===== src/rtl/vga_pkg.sv =====
// -----------------------------------------------------------------------------
// vga_pkg
// Shared definitions for the VGA receive-side sync decoder: helpers that derive
// the line/frame totals and the counter widths from the mode parameters, and
// the lock-state encoding used by the lock FSM.
// -----------------------------------------------------------------------------
package vga_pkg;

    typedef enum logic [1:0] {
        UNLOCKED = 2'd0,
        SEEK     = 2'd1,
        LOCKED   = 2'd2
    } lock_state_e;

    // Total of the four timing segments (visible, front, sync, back).
    function automatic int total4(input int a, input int b, input int c, input int d);
        return a + b + c + d;
    endfunction

    // Counter width able to hold 0 .. total-1; never narrower than 1 bit.
    function automatic int cnt_width(input int total);
        return (total <= 2) ? 1 : $clog2(total);
    endfunction

endpackage


===== src/rtl/sync_edge_det.sv =====
// -----------------------------------------------------------------------------
// sync_edge_det
// Two-flop register stage for one sync pin plus assertion-edge detection.
// Ports:
//   clk     in   pixel clock
//   rst_n   in   synchronous active-low reset (stages load the deasserted level)
//   i_sync  in   raw sync pin, synchronous to clk
//   o_edge  out  high for one clk when stage 1 is asserted and stage 2 is not
// -----------------------------------------------------------------------------
module sync_edge_det #(
    parameter bit POL = 1'b0          // asserted level of the sync pin
) (
    input  logic clk,
    input  logic rst_n,
    input  logic i_sync,
    output logic o_edge
);

    logic r_s1;
    logic r_s2;

    // NOTE: non-blocking assignments make r_s2 take the pre-edge value of r_s1,
    // which is what turns the pair into a shift register.
    always_ff @(posedge clk) begin
        if (!rst_n) begin
            r_s1 <= ~POL;
            r_s2 <= ~POL;
        end else begin
            r_s1 <= i_sync;
            r_s2 <= r_s1;
        end
    end

    assign o_edge = (r_s1 == POL) && (r_s2 != POL);

endmodule


===== src/rtl/vga_sync_decoder.sv =====
// -----------------------------------------------------------------------------
// vga_sync_decoder
// Receive-side VGA timing recovery. Rebuilds the horizontal/vertical counters
// from hsync/vsync, checks line and frame length against the mode, runs a lock
// FSM and produces registered pixel coordinates, display enable and a
// frame-start marker.
// Ports:
//   clk          in   pixel clock
//   rst_n        in   synchronous active-low reset
//   hsync/vsync  in   sync pins, synchronous to clk, asserted level SYNC_POL
//   x / y        out  active-area column / row (0 outside the active area)
//   de           out  high on active pixels while locked
//   frame_start  out  one-clk pulse together with de on pixel (0,0)
//   locked       out  measured timing matches the mode
//   sync_err     out  one-clk pulse per detected timing violation
// h_cnt is 0 on the clk after the hsync assertion edge; v_cnt is 0 on the line
// that starts with the first hsync edge after a vsync edge.
// -----------------------------------------------------------------------------
module vga_sync_decoder
    import vga_pkg::*;
#(
    parameter int H_VISIBLE   = 640,
    parameter int H_FRONT     = 16,
    parameter int H_SYNC      = 96,
    parameter int H_BACK      = 48,
    parameter int V_VISIBLE   = 480,
    parameter int V_FRONT     = 10,
    parameter int V_SYNC      = 2,
    parameter int V_BACK      = 33,
    parameter int SYNC_POL    = 0,
    parameter int LOCK_FRAMES = 2,
    localparam int H_TOTAL    = total4(H_VISIBLE, H_FRONT, H_SYNC, H_BACK),
    localparam int V_TOTAL    = total4(V_VISIBLE, V_FRONT, V_SYNC, V_BACK),
    localparam int HW         = cnt_width(H_TOTAL),
    localparam int VW         = cnt_width(V_TOTAL)
) (
    input  logic          clk,
    input  logic          rst_n,
    input  logic          hsync,
    input  logic          vsync,
    output logic [HW-1:0] x,
    output logic [VW-1:0] y,
    output logic          de,
    output logic          frame_start,
    output logic          locked,
    output logic          sync_err
);

    localparam int GW = cnt_width(LOCK_FRAMES + 1);

    localparam logic [HW-1:0] H_MAX    = '1;
    localparam logic [VW-1:0] V_MAX    = '1;
    localparam logic [HW-1:0] H_LAST   = HW'(H_TOTAL - 1);
    localparam logic [VW-1:0] V_LAST   = VW'(V_TOTAL - 1);
    localparam logic [HW-1:0] H_ACT_LO = HW'(H_SYNC + H_BACK);
    localparam logic [HW-1:0] H_ACT_HI = HW'(H_SYNC + H_BACK + H_VISIBLE - 1);
    localparam logic [VW-1:0] V_ACT_LO = VW'(V_SYNC + V_BACK);
    localparam logic [VW-1:0] V_ACT_HI = VW'(V_SYNC + V_BACK + V_VISIBLE - 1);
    localparam logic [GW-1:0] GOOD_TGT = GW'(LOCK_FRAMES);

    logic w_hedge;
    logic w_vedge;

    sync_edge_det #(.POL(SYNC_POL != 0)) u_hs_det (
        .clk    (clk),
        .rst_n  (rst_n),
        .i_sync (hsync),
        .o_edge (w_hedge)
    );

    sync_edge_det #(.POL(SYNC_POL != 0)) u_vs_det (
        .clk    (clk),
        .rst_n  (rst_n),
        .i_sync (vsync),
        .o_edge (w_vedge)
    );

    logic [HW-1:0] r_h_cnt;
    logic [VW-1:0] r_v_cnt;
    logic          r_v_pend;
    logic          r_h_seen;    // an hsync edge has been seen since reset
    logic          r_v_seen;    // a v_cnt reload has happened since reset
    logic          r_to_done;   // timeout already reported for this line
    logic          r_dirty;     // an error occurred since the last reload
    logic [GW-1:0] r_good;
    lock_state_e   r_state;

    logic [HW-1:0] r_x;
    logic [VW-1:0] r_y;
    logic          r_de;
    logic          r_fs;
    logic          r_locked;
    logic          r_err;

    // A pending (or coincident) vsync edge is applied at the next hsync edge so
    // that y never changes in the middle of a line.
    logic w_reload;
    logic w_line_err;
    logic w_frame_err;
    logic w_h_timeout;
    logic w_err;

    assign w_reload    = w_hedge && (r_v_pend || w_vedge);
    assign w_line_err  = w_hedge && r_h_seen && (r_h_cnt != H_LAST);
    assign w_frame_err = w_reload && r_v_seen && (r_v_cnt != V_LAST);
    assign w_h_timeout = !w_hedge && !r_to_done && (r_h_cnt == H_MAX);
    assign w_err       = w_line_err || w_frame_err || w_h_timeout;

    lock_state_e   w_state_next;
    logic [GW-1:0] w_good_next;
    logic [GW-1:0] w_good_inc;

    assign w_good_inc = r_good + 1'b1;

    // NOTE: every signal written here gets a default first, so no latch is
    // inferred for the paths that leave it untouched.
    always_comb begin
        w_state_next = r_state;
        w_good_next  = r_good;
        case (r_state)
            UNLOCKED: begin
                if (w_reload) begin
                    w_state_next = SEEK;
                    w_good_next  = '0;
                end
            end
            SEEK: begin
                if (w_err) begin
                    w_good_next = '0;
                end else if (w_reload && !r_dirty) begin
                    w_good_next = w_good_inc;
                    if (w_good_inc == GOOD_TGT) begin
                        w_state_next = LOCKED;
                    end
                end else if (w_reload) begin
                    w_good_next = '0;
                end
            end
            LOCKED: begin
                if (w_err) begin
                    w_state_next = UNLOCKED;
                    w_good_next  = '0;
                end
            end
            default: begin
                w_state_next = UNLOCKED;
                w_good_next  = '0;
            end
        endcase
    end

    logic          w_locked_next;
    logic          w_hact;
    logic          w_vact;
    logic          w_de_next;
    logic [HW-1:0] w_x_next;
    logic [VW-1:0] w_y_next;
    logic          w_fs_next;

    assign w_locked_next = (w_state_next == LOCKED);
    assign w_hact        = (r_h_cnt >= H_ACT_LO) && (r_h_cnt <= H_ACT_HI);
    assign w_vact        = (r_v_cnt >= V_ACT_LO) && (r_v_cnt <= V_ACT_HI);
    assign w_de_next     = w_locked_next && w_hact && w_vact;
    assign w_x_next      = w_hact ? (r_h_cnt - H_ACT_LO) : '0;
    assign w_y_next      = w_vact ? (r_v_cnt - V_ACT_LO) : '0;
    assign w_fs_next     = w_de_next && (w_x_next == '0) && (w_y_next == '0);

    always_ff @(posedge clk) begin
        if (!rst_n) begin
            r_h_cnt   <= '0;
            r_v_cnt   <= '0;
            r_v_pend  <= 1'b0;
            r_h_seen  <= 1'b0;
            r_v_seen  <= 1'b0;
            r_to_done <= 1'b0;
            r_dirty   <= 1'b0;
            r_good    <= '0;
            r_state   <= UNLOCKED;
            r_x       <= '0;
            r_y       <= '0;
            r_de      <= 1'b0;
            r_fs      <= 1'b0;
            r_locked  <= 1'b0;
            r_err     <= 1'b0;
        end else begin
            // Horizontal counter saturates so a missing hsync cannot wrap it.
            if (w_hedge) begin
                r_h_cnt  <= '0;
                r_h_seen <= 1'b1;
            end else if (r_h_cnt != H_MAX) begin
                r_h_cnt <= r_h_cnt + 1'b1;
            end

            if (w_hedge) begin
                r_to_done <= 1'b0;
            end else if (w_h_timeout) begin
                r_to_done <= 1'b1;
            end

            if (w_reload) begin
                r_v_cnt  <= '0;
                r_v_pend <= 1'b0;
                r_v_seen <= 1'b1;
            end else begin
                if (w_hedge && (r_v_cnt != V_MAX)) begin
                    r_v_cnt <= r_v_cnt + 1'b1;
                end
                if (w_vedge) begin
                    r_v_pend <= 1'b1;
                end
            end

            // An error on the reload edge itself belongs to the frame that ends.
            r_dirty  <= w_reload ? 1'b0 : (r_dirty || w_err);
            r_good   <= w_good_next;
            r_state  <= w_state_next;

            r_x      <= w_x_next;
            r_y      <= w_y_next;
            r_de     <= w_de_next;
            r_fs     <= w_fs_next;
            r_locked <= w_locked_next;
            r_err    <= w_err;
        end
    end

    assign x           = r_x;
    assign y           = r_y;
    assign de          = r_de;
    assign frame_start = r_fs;
    assign locked      = r_locked;
    assign sync_err    = r_err;

endmodule


===== config.mk =====
export PLATFORM = sky130hd
export DESIGN_NAME = vga_sync_decoder
export DESIGN_NICKNAME = d
export VERILOG_FILES = /design/src/rtl/vga_pkg.sv /design/src/rtl/sync_edge_det.sv /design/src/rtl/vga_sync_decoder.sv
export SDC_FILE = /design/constraint.sdc
export NUM_CORES = 1
export LEC_CHECK = 0
export CAP_MARGIN = 10
export CORE_AREA = 2 2 105 107
export DETAILED_ROUTE_END_ITERATION = 6
export DIE_AREA = 0 0 107 109
export GPL_ROUTABILITY_DRIVEN = 0
export PLACE_DENSITY = 0.42
export SYNTH_ARGS = -nofsm -noshare
export SYNTH_HDL_FRONTEND = slang
export SYNTH_SLANG_ARGS = --single-unit

===== constraint.sdc =====
create_clock -name clk -period 5.95 [get_ports clk]
set_clock_uncertainty 0.1 [all_clocks]
set_input_delay 0.8925 -clock clk [delete_from_list [all_inputs] [get_ports clk]]
set_output_delay 0.8925 -clock clk [all_outputs]
set_load 0.03 [all_outputs]

After elaboration in Yosys (flattened, before gate mapping)
Index checks and enable logic that the tools add are counted. W data, S select, Z words.

Register bits after elaboration: 57. Input port bits: 4. Output and inout port bits: 24. Logic and storage cells: 83.

Add/sub/neg operators: 5. Magnitude comparators: 4. Equal/unequal tests: 10. Mux-type cells: 13. Bitwise logic cells: 3. Reduce and logical (&&, ||, !) cells: 29.

Operator list (count): $ne A10 B10 Y1 const B (4); $add A10 B1 Y10 const B (2); $le A10 B10 Y1 const B (2); $logic_not A10 Y1 (2); $mux W10 (2); $mux W2 (9); $logic_and A1 B1 Y1 (17); $pmux W2 S3 (2); $eq A10 B10 Y1 const B (1); $ge A10 B6 Y1 const B (1); $ge A10 B8 Y1 const B (1); $sub A10 B6 Y10 const B (1); $sub A10 B8 Y10 const B (1); $eq A2 B2 Y1 const B (3); $logic_or A1 B1 Y1 (4); $reduce_or A2 Y1 (2); $logic_not A1 Y1 (3); $not A1 Y1 (3); $add A2 B1 Y2 const B (1); $eq A2 B1 Y1 const B (1); $logic_not A2 Y1 (1); $ne A2 B2 Y1 const B (1).

Logic depth before layout (Yosys ltp)
Word-level depth: 15. Gate-level depth with buffers: 8. Mapped depth without buffers: 7.

By module
A second synthesis with hierarchy kept.

Cells, all modules: 301. Area total of the unflattened synthesis: 2681.3 um2.

By module, submodules not included: vga_sync_decoder (times used 1, cells an instance 291, area each 2563.7 um2, seq. area each 1061.0 um2); sync_edge_det (times used 2, cells an instance 5, area each 58.8 um2, seq. area each 40.0 um2).

Worst setup path after synthesis
Ideal clock, no wire load.

Kind: reg2reg. From: register r_h_cnt[4]. To: register r_fs (netlist: frame_start). Arrival: 2.016 ns. Data required time: 5.789 ns. Setup slack: 3.773 ns. Stages on the path, launching flop included: 7. Path buffers: 0. Cells stage by stage: dfxtp_1 -> ha_1 -> or3b_1 -> o311a_1 -> a311oi_4 -> and4_1 -> and4bb_1.

Cells in the longest elaborated chain, start to end: 11. Elaborated cells between the ends (all ways): 20. Classes of those cells: 1 x add/sub; 2 x order compare; 3 x eq/ne; 4 x mux; 10 x reduce/logical.

RTL lines: from (decl) (line vga_sync_decoder.sv:78) `logic [HW-1:0] r_h_cnt;`; from (signal assigned) (line vga_sync_decoder.sv:191) `r_h_cnt <= r_h_cnt + 1'b1;`; $ne A10 B10 Y1 (line vga_sync_decoder.sv:104) `assign w_line_err = w_hedge && r_h_seen && (r_h_cnt != H_LAST);`; $logic_and A1 B1 Y1 (line vga_sync_decoder.sv:104); $logic_or A1 B1 Y1 (2 in a row) (line vga_sync_decoder.sv:107) `assign w_err = w_line_err || w_frame_err || w_h_timeout;`; $mux W2, on equally long branches (line vga_sync_decoder.sv:140, vga_sync_decoder.sv:128); $pmux W2 S3 (line vga_sync_decoder.sv:120) `case (r_state)`; $eq A2 B2 Y1 (line vga_sync_decoder.sv:160) `assign w_locked_next = (w_state_next == LOCKED);`; $logic_and A1 B1 Y1 (2 in a row) (line vga_sync_decoder.sv:163) `assign w_de_next = w_locked_next && w_hact && w_vact;`; $logic_and A1 B1 Y1 (*) (2 in a row) (line vga_sync_decoder.sv:166) `assign w_fs_next = w_de_next && (w_x_next == '0) && (w_y_next == '0);`; to (signal assigned) (line vga_sync_decoder.sv:221) `r_fs <= w_fs_next;`; to (decl) (line vga_sync_decoder.sv:91) `logic r_fs;`.

Mark *: on every way between the ends. The rest lies on a longest branch, timed or not. A chain may end at the register's enable or synchronous reset.

Final worst setup path
From: input rst_n. To: register r_v_cnt[4].

Cells in the longest elaborated chain, start to end: 2.

RTL lines: from (decl) (line vga_sync_decoder.sv:38) `input logic rst_n,`; $not A1 Y1 (no line); $reduce_or A2 Y1 (no line); to (signal assigned) (line vga_sync_decoder.sv:206) `r_v_cnt <= r_v_cnt + 1'b1;`; to (decl) (line vga_sync_decoder.sv:79) `logic [VW-1:0] r_v_cnt;`.

No other way between the ends.

==> metrics <==
vias per cell=4.49; dominant cell type by area after synthesis=dfxtp_1; Synth area leaders=dfxtp_1 (44%), nor2_1 (6.8%), ha_1 (4.3%); Skew-Pair Late Insertion Delay=0.34 ns; Reg2Reg Depth=6; Tmin final=2.60 ns; adder-cell share of the synthesized area=4.33%; PnR Total Power=0.836 mW; Net Count, Synth=309; Seq/Total Area, Yosys=43.9%; Setup TNS Final=0 ns; Max H-tree Level=3; Reg clk slew, reported paths=0.07 ns; vias in the first global route=1971; Min-Delay Path Class=register to register; Peak VDD IR=122 uV; Achievable Freq=384 MHz; simple-gate area share of the yosys netlist=26.9%; core area=10600 um2; post-synthesis cell area=2600 um2; Layout fillers=1106; leakage=1.16 nW; Synth Area in Compound Gates=12.7%; cts bufs inserted=9; clk root buf=clkbuf_8; ANT cells=0; Antenna Nets Post-Route=0; Area Growth Syn to Fin=23.3%; layout cell share with drive strength beyond 1=7.43%; CP required=6.13 ns; final hold violation count=0; Final setup viols=0; grt ovf=0; Synth Area in XOR/XNOR=7.07%; DR pass1 iterations=4; initial antenna violation count=0; slew margin rel.=53.9%; # Post-CTS Setup Buffers=0; outcome=complete, no violations; Die X=107 um; global-route wire length before repair=9940 um; DP HPWL=4060 um; 1st-iter DRT viols=65; final WL=5850 um; EDFF count, synth=0; CTS tree=built; die footprint=11700 um2; most frequent cells in the layout=dfxtp_1 (57), nor2_1 (47), clkdlybuf4s50_1 (27); # IOs=28; Max Root-Sink Buffers=2; CTS Hold Bufs=0; fin crit share=43.8%; register bit total from synthesis=57; Setup Crit Path Kind=input pin to register; number of port buffers=27; count of cell types in the netlist=51; clk sinks=57; GR Util All Layers=11.0%; maxcap violations=0; wire per inst=12.6 um; drt drc=0; PD cells=261 nW/um2; CP Launch Type=input pin; max-slew violations=0; most common cell after layout, fill and taps aside=dfxtp_1; Avg Cell Area, Syn=8.78 um2; Post-synth top flop=dfxtp_1; Rows=38; Critical Path End Type=register; largest net degree at the start of global routing=16; Initial Utilization=24.5%; RSZ-0062 raised after global routing=no; Hold Path Depth=1; CP Data Arrival Time=2.78 ns; Via Count=2077; post-synthesis async set-or-reset flop share=0%; pin slew with the least headroom to its limit=0.682 ns; Synth Warn #=0; Final Net Count=331; Post-Syn Instances=296; largest family of logic cells by synthesized area=simple AND/OR/NAND/NOR gates; CP Max Fanout=15; Post-CTS Resized=0; mux contribution to synthesized area=0.385%; die span in y=109 um; top-area cell type share of the netlist area=43.9%
==> layer usage <==
metal | vias up | share of wire, % | track usage (%)
li1 | 1079 | - | -
met1 | 951 | 51 | 15.0
met2 | 38 | 43 | 16.0
met3 | 9 | 3.3 | 2.33
met4 | 0 | 2.2 | 6.12
met5 | - | 0 | 0
==> state kept, by name, summed over array words and instances, names as in the netlist, 2 cells and up <==
| signal | cells |
|---|---|
| r_h_cnt | 10 |
| r_v_cnt | 10 |
| x | 10 |
| y | 10 |
| r_good | 2 |
| r_state | 2 |
==> layout make-up <==
cell class	count	area, um2	area share (%)
clock buffer	11	151	4.72
clock inverter	5	77.6	2.42
inverter	12	45.0	1.41
multi-input combinational	210	1340	41.7
sequential	57	1140	35.6
tap	140	175	5.46
timing repair buffer	28	278	8.67
==> final timing paths <==
check | startpoint | to | slack [ns]
hold reg to reg | u_vs_det.r_s1$_SDFF_PN1_ | u_vs_det.r_s2$_SDFF_PN1_ | 0.33
hold / removal | u_vs_det.r_s1$_SDFF_PN1_ | u_vs_det.r_s2$_SDFF_PN1_ | 0.33
setup reg to reg | r_h_cnt[4]$_SDFFE_PP0P_ | frame_start$_SDFF_PN0_ | 3.42
setup / recovery | rst_n | r_v_cnt[4]$_SDFFE_PP0P_ | 3.35
==> Yosys cell counts, drive strengths merged, types with 2 or more instances <==
cell / n
xnor2: 11
or3: 2
a31oi: 2
nand4b: 3
o41ai: 2
nor2: 47
nand3: 8
a211oi: 2
a31o: 3
ha: 9
o2111ai: 3
nor4: 4
buf: 5
nor2b: 4
and4: 3
xor2: 10
nor3: 8
a22oi: 2
nand2: 15
and3: 6
nor3b: 5
dfxtp: 57
a21boi: 2
o21ai: 9
clkbuf: 12
and2: 4
or2: 3
o22ai: 2
nand4: 6
nand2b: 8
inv: 12
a21oi: 11
==> per-stage QoR <==
step | instances | hold slack (ns) | area [um2] | util (%) | setup slack, ns
after floorplan | 296 | 0.301 | 2600 | - | 3.77
after global placement | 447 | 0.316 | 2980 | 28.1 | 3.00
after detailed placement | 447 | 0.319 | 2980 | 28.1 | 3.01
after CTS | 463 | 0.338 | 3210 | 30.2 | 3.36
after global routing | 463 | 0.366 | 3210 | 30.2 | 3.24
final | 463 | 0.331 | 3210 | 30.2 | 3.35
==> logic make-up (layout without fill, tap and decap cells) <==
kind of cell / count (synthesis) / after routing
AOI/OAI and AO/OA: 46 / 46
xor gates and xnor gates: 21 / 21
adders and majority gates: 9 / 9
buffers and inverters: 29 / 56
DFF: 57 / 57
muxes: 1 / 1
and+or+nand+nor: 133 / 133
==> critical path, stage by stage <==
cell,delay [ns]
clkdlybuf4s50_1,0.84
nand2_1,0.39
or4_1,0.58
nand2_1,0.07
==> power by group <==
group | leakage, nW | switching (mW) | internal, mW
combinational | 0.584 | 0.0170 | 0.0106
sequential | 0.461 | 0.00589 | 0.387
clock | 0.115 | 0.159 | 0.257
Power figures use the tool's default switching activity.
